<file path="config.mk">
export PLATFORM = sky130hd
export DESIGN_NAME = mp_add_seq
export DESIGN_NICKNAME = d
export VERILOG_FILES = /design/src/rtl/mp_add_pkg.sv /design/src/rtl/adder32.sv /design/src/rtl/mp_add_seq.sv
export SDC_FILE = /design/constraint.sdc
export NUM_CORES = 1
export LEC_CHECK = 0
export BUFFER_PORTS_ARGS = -buffer_cell sky130_fd_sc_hd__clkbuf_2
export CORE_MARGIN = 5
export CORE_UTILIZATION = 40
export CTS_BUF_LIST = sky130_fd_sc_hd__clkbuf_16
export DETAILED_ROUTE_END_ITERATION = 10
export PLACE_DENSITY_LB_ADDON = 0.3
export REMOVE_ABC_BUFFERS = 1
export SLEW_MARGIN = 20
export SYNTH_ARGS = -nofsm -noshare
export SYNTH_HDL_FRONTEND = slang
export SYNTH_SLANG_ARGS = --single-unit
</file>
<file path="constraint.sdc">
create_clock -name clk -period 13.1 [get_ports clk]
set_input_delay 2.62 -clock clk [delete_from_list [all_inputs] [get_ports clk]]
set_output_delay 2.62 -clock clk [all_outputs]
set_load 0.1 [all_outputs]
</file>
<file path="src/rtl/mp_add_pkg.sv">
// Shared definitions for the word-serial multi-precision adder:
// the controller state encoding and the datapath word width.
package mp_add_pkg;

  localparam int WORD_W = 32;

  typedef enum logic [1:0] {
    ST_IDLE = 2'd0,
    ST_RUN  = 2'd1,
    ST_DONE = 2'd2
  } state_t;

endpackage

</file>
<file path="src/rtl/adder32.sv">
// Combinational 32-bit adder with carry-in/carry-out; the only arithmetic
// element on the operand path, reused once per word.
module adder32
  import mp_add_pkg::*;
(
  input  logic [WORD_W-1:0] a,
  input  logic [WORD_W-1:0] b,
  input  logic              cin,
  output logic [WORD_W-1:0] sum,
  output logic              cout
);

  assign {cout, sum} = {1'b0, a} + {1'b0, b} + {{WORD_W{1'b0}}, cin};

endmodule

</file>
<file path="src/rtl/mp_add_seq.sv">
// Word-serial multi-precision add/subtract: one 32-bit word per cycle through
// a single adder32, ready/valid handshake on both sides.
module mp_add_seq
  import mp_add_pkg::*;
#(
  parameter int WORDS = 4
) (
  input  logic                    clk,
  input  logic                    rst_n,
  input  logic                    in_valid,
  output logic                    in_ready,
  input  logic [WORD_W*WORDS-1:0] a,
  input  logic [WORD_W*WORDS-1:0] b,
  input  logic                    cin,
  input  logic                    sub,
  output logic                    out_valid,
  input  logic                    out_ready,
  output logic [WORD_W*WORDS-1:0] sum,
  output logic                    cout,
  output logic                    ovf,
  output logic                    busy
);

  localparam int                IDX_W    = (WORDS > 1) ? $clog2(WORDS) : 1;
  localparam logic [IDX_W-1:0]  LAST_IDX = IDX_W'(WORDS - 1);

  state_t state_q, state_d;

  logic [WORDS-1:0][WORD_W-1:0] a_q;
  logic [WORDS-1:0][WORD_W-1:0] b_q;
  logic [WORDS-1:0][WORD_W-1:0] result_w;
  logic                         carry_q;
  logic [IDX_W-1:0]             idx_q;
  logic [WORD_W*WORDS-1:0]      sum_q;
  logic                         cout_q;
  logic                         ovf_q;

  logic                         take;
  logic                         run;
  logic                         last_word;
  logic [WORD_W-1:0]            add_sum;
  logic                         add_cout;

  // NOTE: every output of a combinational block gets a default first, so no
  // path through the case statement can leave a latch behind.
  always_comb begin
    state_d   = state_q;
    in_ready  = 1'b0;
    out_valid = 1'b0;
    busy      = 1'b1;
    unique case (state_q)
      ST_IDLE: begin
        in_ready = 1'b1;
        busy     = 1'b0;
        if (in_valid) state_d = ST_RUN;
      end
      ST_RUN: begin
        if (idx_q == LAST_IDX) state_d = ST_DONE;
      end
      ST_DONE: begin
        out_valid = 1'b1;
        if (out_ready) state_d = ST_IDLE;
      end
      default: state_d = ST_IDLE;
    endcase
  end

  assign take      = in_valid && in_ready;
  assign run       = (state_q == ST_RUN);
  assign last_word = run && (idx_q == LAST_IDX);

  // NOTE: sequential state uses non-blocking assignments only, so every
  // register samples its inputs from before the edge.
  always_ff @(posedge clk or negedge rst_n) begin
    if (!rst_n) state_q <= ST_IDLE;
    else        state_q <= state_d;
  end

  adder32 u_adder (
    .a    (a_q[idx_q]),
    .b    (b_q[idx_q]),
    .cin  (carry_q),
    .sum  (add_sum),
    .cout (add_cout)
  );

  // NOTE: operand words are pure datapath, always loaded before use, so they
  // carry no reset; only control and the visible result are cleared.
  always_ff @(posedge clk) begin
    if (take) begin
      a_q <= a;
      b_q <= sub ? ~b : b;
    end else if (run) begin
      a_q[idx_q] <= add_sum;
    end
  end

  // Lower words of a_q already hold their sum words by the final RUN cycle.
  always_comb begin
    result_w            = a_q;
    result_w[WORDS-1]   = add_sum;
  end

  always_ff @(posedge clk or negedge rst_n) begin
    if (!rst_n) begin
      carry_q <= 1'b0;
      idx_q   <= '0;
      sum_q   <= '0;
      cout_q  <= 1'b0;
      ovf_q   <= 1'b0;
    end else if (take) begin
      carry_q <= sub ? 1'b1 : cin;
      idx_q   <= '0;
    end else if (run) begin
      carry_q <= add_cout;
      idx_q   <= idx_q + 1'b1;
      if (last_word) begin
        sum_q  <= result_w;
        cout_q <= add_cout;
        ovf_q  <= (a_q[WORDS-1][WORD_W-1] == b_q[WORDS-1][WORD_W-1]) &&
                  (add_sum[WORD_W-1] != a_q[WORDS-1][WORD_W-1]);
      end
    end
  end

  assign sum  = sum_q;
  assign cout = cout_q;
  assign ovf  = ovf_q;

endmodule

</file>
Word-level counts from Yosys, hierarchy flattened
Cells that the tools add are included.
Widths: inputs -> output; s select.
Word-level totals
  latch bits: 0
  output and inout bits: 133
  memory bits (writable): 0
  register bits: 391
  ROM bits: 0
  word-level logic and storage cells: 59
  memories kept: 0
Operators by class
  divide/modulo/power cells: 0
  $mul: 0
  equality and inequality tests: 8
  add/sub/neg operators: 3
  multiplexer cells: 22
  bitwise operators: 2
  order comparisons: 2
  shift-type cells: 0
  reductions and logical operators: 8
Operators with widths (count)
  $mux 128: 3
  $bmux 32 s2: 2
  $bwmux 128: 1
  $not 128->128: 1
  $mux 32: 3
  $demux 32 s2: 1
  $add 32x32->33: 1
  $add 33x1->33: 1
  $mux 2: 5
  $mux 1: 6
  $pmux 2 s3: 1
  $reduce_and 3->1: 2
  $eq 2x2->1 const B: 2
  $logic_and 1x1->1: 4
  $ne 2x2->1 const B: 2
  $lt 2x3->1 const B: 1
  $add 2x1->2 const B: 1
  $eq 2x1->1 const B: 1
  $ge 2x1->1 const B: 1
  $logic_not 2->1: 1
  $ne 2x1->1 const B: 1
  $reduce_bool 2->1: 1
  $eq 1x1->1: 1
  $ne 1x1->1: 1
  $not 1->1: 1

Logic depth before layout (Yosys ltp)
  word-level depth: 7
  gate-level depth with buffers: 13
  depth with buffers taken out: 10

By module
Synthesis repeated with hierarchy kept, for this count alone.
Unflattened totals
  cells, all modules: 1484
  area, all modules: 19267.2 um^2
By module, submodules not included
  mp_add_seq: cells each 1225, times used 1, area an instance 17413.0 um^2, sequential area each 11065.6 um^2
  adder32: cells each 259, times used 1, area an instance 1854.3 um^2, sequential area each 0.0 um^2

Worst setup path after synthesis
No wires, ideal clock.
  path kind: input -> register
  start point: in in_valid
  end point: reg b_q[0] in the netlist's numbering (enable)
  path slack: 5518 ps
  path buffers: 3
  data required time: 12558 ps
  stages: 5
  arrival: 7040 ps
  path through: nand2_1 inv_1 buf_2 clkbuf_1 buf_1
Between the ends
  word-level cells in the longest chain between the ends: 1
RTL lines
  start, declared: line mp_add_seq.sv:10  | input logic in_valid,
  $logic_and 1x1->1: line mp_add_seq.sv:68  | assign take = in_valid && in_ready;
  named net take: line mp_add_seq.sv:38  | logic take;
  end signal, assigned: line mp_add_seq.sv:92  | b_q <= sub ? ~b : b;
  end, declared: line mp_add_seq.sv:30  | logic [WORDS-1:0][WORD_W-1:0] b_q;
The timed path passes the listed nets, and every way through them passes these cells.
A chain may end at the register's enable or synchronous reset.

Worst setup path in the final report
  start point: in in_valid
  end point: reg a_q[102] in the netlist's numbering (data pin)
Between the ends
  word-level cells in the longest chain between the ends: 2
RTL lines
  $logic_and 1x1->1: line mp_add_seq.sv:68
  $mux 128: line mp_add_seq.sv:90  | if (take) begin
  end signal, assigned by index: line mp_add_seq.sv:94  | a_q[idx_q] <= add_sum;
  end, declared: line mp_add_seq.sv:29  | logic [WORDS-1:0][WORD_W-1:0] a_q;
No other way between the ends.

==> results.py <==
metrics = {
    "timing": {
        "skew_ps": 30.3,
        "slew_headroom": 0.280,
        "worst_pin_slew_ps": 1070,
        "finalCritPeriodShare": 0.428,
        "fmax_mhz": 178,
        "finalSetupViolations": 0,
        "hold_viol_final": 0,
        "fin_tns_setup_ps": 0,
        "rsz0062_at_grt": "no",
        "report.final.slew_viol_count": 0,
        "period_needed_ps": 5610,
    },
    "worst_setup_path": {
        "rr_worst_depth": 11,
        "critical_path.most_common_cell": "buf_4",
        "r2r_slack_ps": 7730,
        "cp-start-kind": "input port",
        "r2r_start": "idx_q[0]",
        "crit_start": "in_valid",
        "crit_family": "buffers and inverters",
        "endpoint_kind": "register",
        "crit_buf_inv": 4,
        "cp.depth": 6,
        "endpoint": "a_q[102]",
        "crit_arrival_ps": 6010,
        "max_stage_delay_ps": 930,
        "crit_required_ps": 13500,
        "slowest_stage": "buf_4",
        "crit_fanout": 109,
        "timing.rr.end": "a_q[62]",
        "crit_type": "input port to register",
        "crit_path_cell_trace": "clkbuf_2 > nand2_1 > inv_8 > buf_4 > buf_4 > a22o_1",
    },
    "outcome": {
        "status": "finished, final reports clean",
    },
    "cts": {
        "insertion_delay_ps": 560,
        "clkSinkCount": 391,
        "htreeDepth": 2,
        "cts.path.max_buffers": 3,
        "ctsResizeCount": 0,
        "clkTransAtPathRegs_ps": 60,
        "cts_setup_buffers": 0,
        "cts-root-buf": "clkbuf_16",
        "cts_hold_buf": 0,
        "cts_buffers": 42,
        "cts_tree": "built",
    },
    "finish": {
        "nets": 2190,
        "drive_gt1_frac": 0.296,
        "syn_to_final_growth_pct": 20.6,
        "regArea_um2": 11100,
        "n_fill_cell": 4221,
        "multi_input_area_um2": 7480,
    },
    "die": {
        "die_x_um": 227,
        "io_pins": 395,
        "initial_core_util": 0.405,
        "rows": 79,
        "die_h_um": 227,
        "core-area_um2": 46700,
        "dieArea_um2": 51700,
    },
    "global_routing": {
        "antenna_found_initial": 6,
        "grt_pass1_wl_um": 87700,
        "grt_max_degree": 110,
        "first_global_vias": 14000,
        "grt_usage": 0.225,
        "overflow": 0,
    },
    "routing": {
        "drt.antenna.violating_nets": 0,
        "routed_via_density": 5.42,
        "drc": 0,
        "wirelength_um": 59300,
        "firstDrtPassIters": 5,
        "vias": 13700,
        "drt_iter0_drc": 1168,
        "wl_per_cell_um": 23.4,
    },
    "synth": {
        "synth_area_um2": 18900,
        "synth_edf_count": 256,
        "synth_cells": 1533,
        "yosysMostFrequentCell": "nand2_1",
        "seq_area_frac_synth": 0.586,
        "avgSynthCellArea_um2": 12.3,
        "synthTopCellsByArea": "edfxtp_1 41%, dfrtp_1 18%, nand2_1 8.4%",
        "synth_top_flop_cell": "edfxtp_1",
        "netlist.area_leader.share": 0.407,
        "synth_common_cells": "421 x nand2_1, 256 x edfxtp_1, 136 x xor2_1, 135 x dfrtp_1, 85 x a22o_1",
        "synth_largest_area_cell": "edfxtp_1",
        "synth_warnings": 0,
        "ys_seq_elements": 391,
        "synth_cell_types": 64,
        "ys_async_sr_fraction": 0.345,
    },
    "placed_design": {
        "hpwlAfterDp_um": 41200,
        "gp_congestion": 0.873,
        "portBuffers": 394,
    },
    "min_path": {
        "hp-class": "register to register",
    },
    "run": {
        "drv_cap": 0,
    },
}
-- tightest hold or removal path: cells and delay by family, from the launching register on --
kind	cells	cell delay, ps
flip-flops	1	340
AND/OR/NAND/NOR	2	100
-- cells by family (layout without fill, tap and decap cells) --
| family | Yosys count | after routing | share of synthesized area |
|---|---|---|---|
| muxes | 73 | 73 | 0.0817 |
| adders and majority gates | 37 | 37 | 0.0253 |
| buffers and inverters | 110 | 501 | 0.0223 |
| xor gates and xnor gates | 147 | 147 | 0.0690 |
| other | 0 | 5 | 0 |
| and+or+nand+nor | 522 | 522 | 0.113 |
| AOI/OAI and AO/OA | 253 | 253 | 0.103 |
| DFF | 391 | 391 | 0.586 |
-- routing by layer --
metal,share of wire,GRT usage,vias up,wire length [µm]
li1,-,-,6281,-
met3,0.069,0.0380,76,4070
met5,0.00057,0,-,34
met1,0.42,0.314,6828,25100
met2,0.48,0.369,559,28600
met4,0.023,0.0619,4,1350
-- worst min path at each step --
| stage | start | end | slack (ps) | cells past startpoint |
|---|---|---|---|---|
| after floorplan | a_q[64] | sum[64] | 430 | 2 |
| after global placement | a_q[41] | sum[41] | 440 | 2 |
| after detailed placement | a_q[14] | sum[14] | 450 | 2 |
| after CTS | a_q[10] | sum[10] | 450 | 2 |
| after global routing | a_q[10] | sum[10] | 480 | 2 |
| final | a_q[10] | sum[10] | 450 | 2 |
-- stage by stage --
step / worst slack, ps / instance area (µm²) / instances / hold slack [ps] / utilization
3_3_place_gp: 7070 / 21500 / 2454 / 443 / 0.460
3_5_place_dp: 6910 / 21500 / 2454 / 453 / 0.460
6_report: 7490 / 22800 / 2536 / 451 / 0.488
2_1_floorplan: 3300 / 18500 / 1438 / 435 / -
4_1_cts: 7490 / 22800 / 2531 / 453 / 0.488
5_1_grt: 7230 / 22800 / 2534 / 479 / 0.488
-- layout by cell type (no fill, tap or decap), drive strengths merged, types with 3 or more instances in the layout --
master	n
clkbuf	436
nand2	422
edfxtp	256
xor2	136
dfrtp	135
a22o	85
mux4	64
o21ai	46
ha	35
a21oi	34
inv	31
nor2	30
nand3	23
o31ai	21
buf	17
clkinv	14
a21o	12
and3	11
xnor2	11
nor3	10
mux2	9
a211oi	8
a2111oi	7
o21a	6
diode	5
a31oi	5
nor2b	4
nand4	4
a221o	4
o211ai	4
a211o	3
and4	3
and2	3
or3	3
a311oi	3
-- area by class of cell --
class | instances | area share
Antenna cell | 5 | 0.000549
Clock buffer | 44 | 0.0483
Clock inverter | 33 | 0.00808
Inverter | 15 | 0.00280
Multi-Input combinational cell | 1032 | 0.329
Sequential cell | 391 | 0.486
Tap cell | 607 | 0.0333
Timing Repair Buffer | 409 | 0.0921
-- flip-flops by register name (all words and copies together) (netlist names) --
| register | count |
|---|---|
| a_q | 128 |
| ovf | 1 |
| state_q | 2 |
| cout | 1 |
| sum | 128 |
| idx_q | 2 |
| carry_q | 1 |
| b_q | 128 |
Power is left out: the tool's default activity adds up to more than one toggle a clock period on the data nets, which glitch-free logic cannot reach.
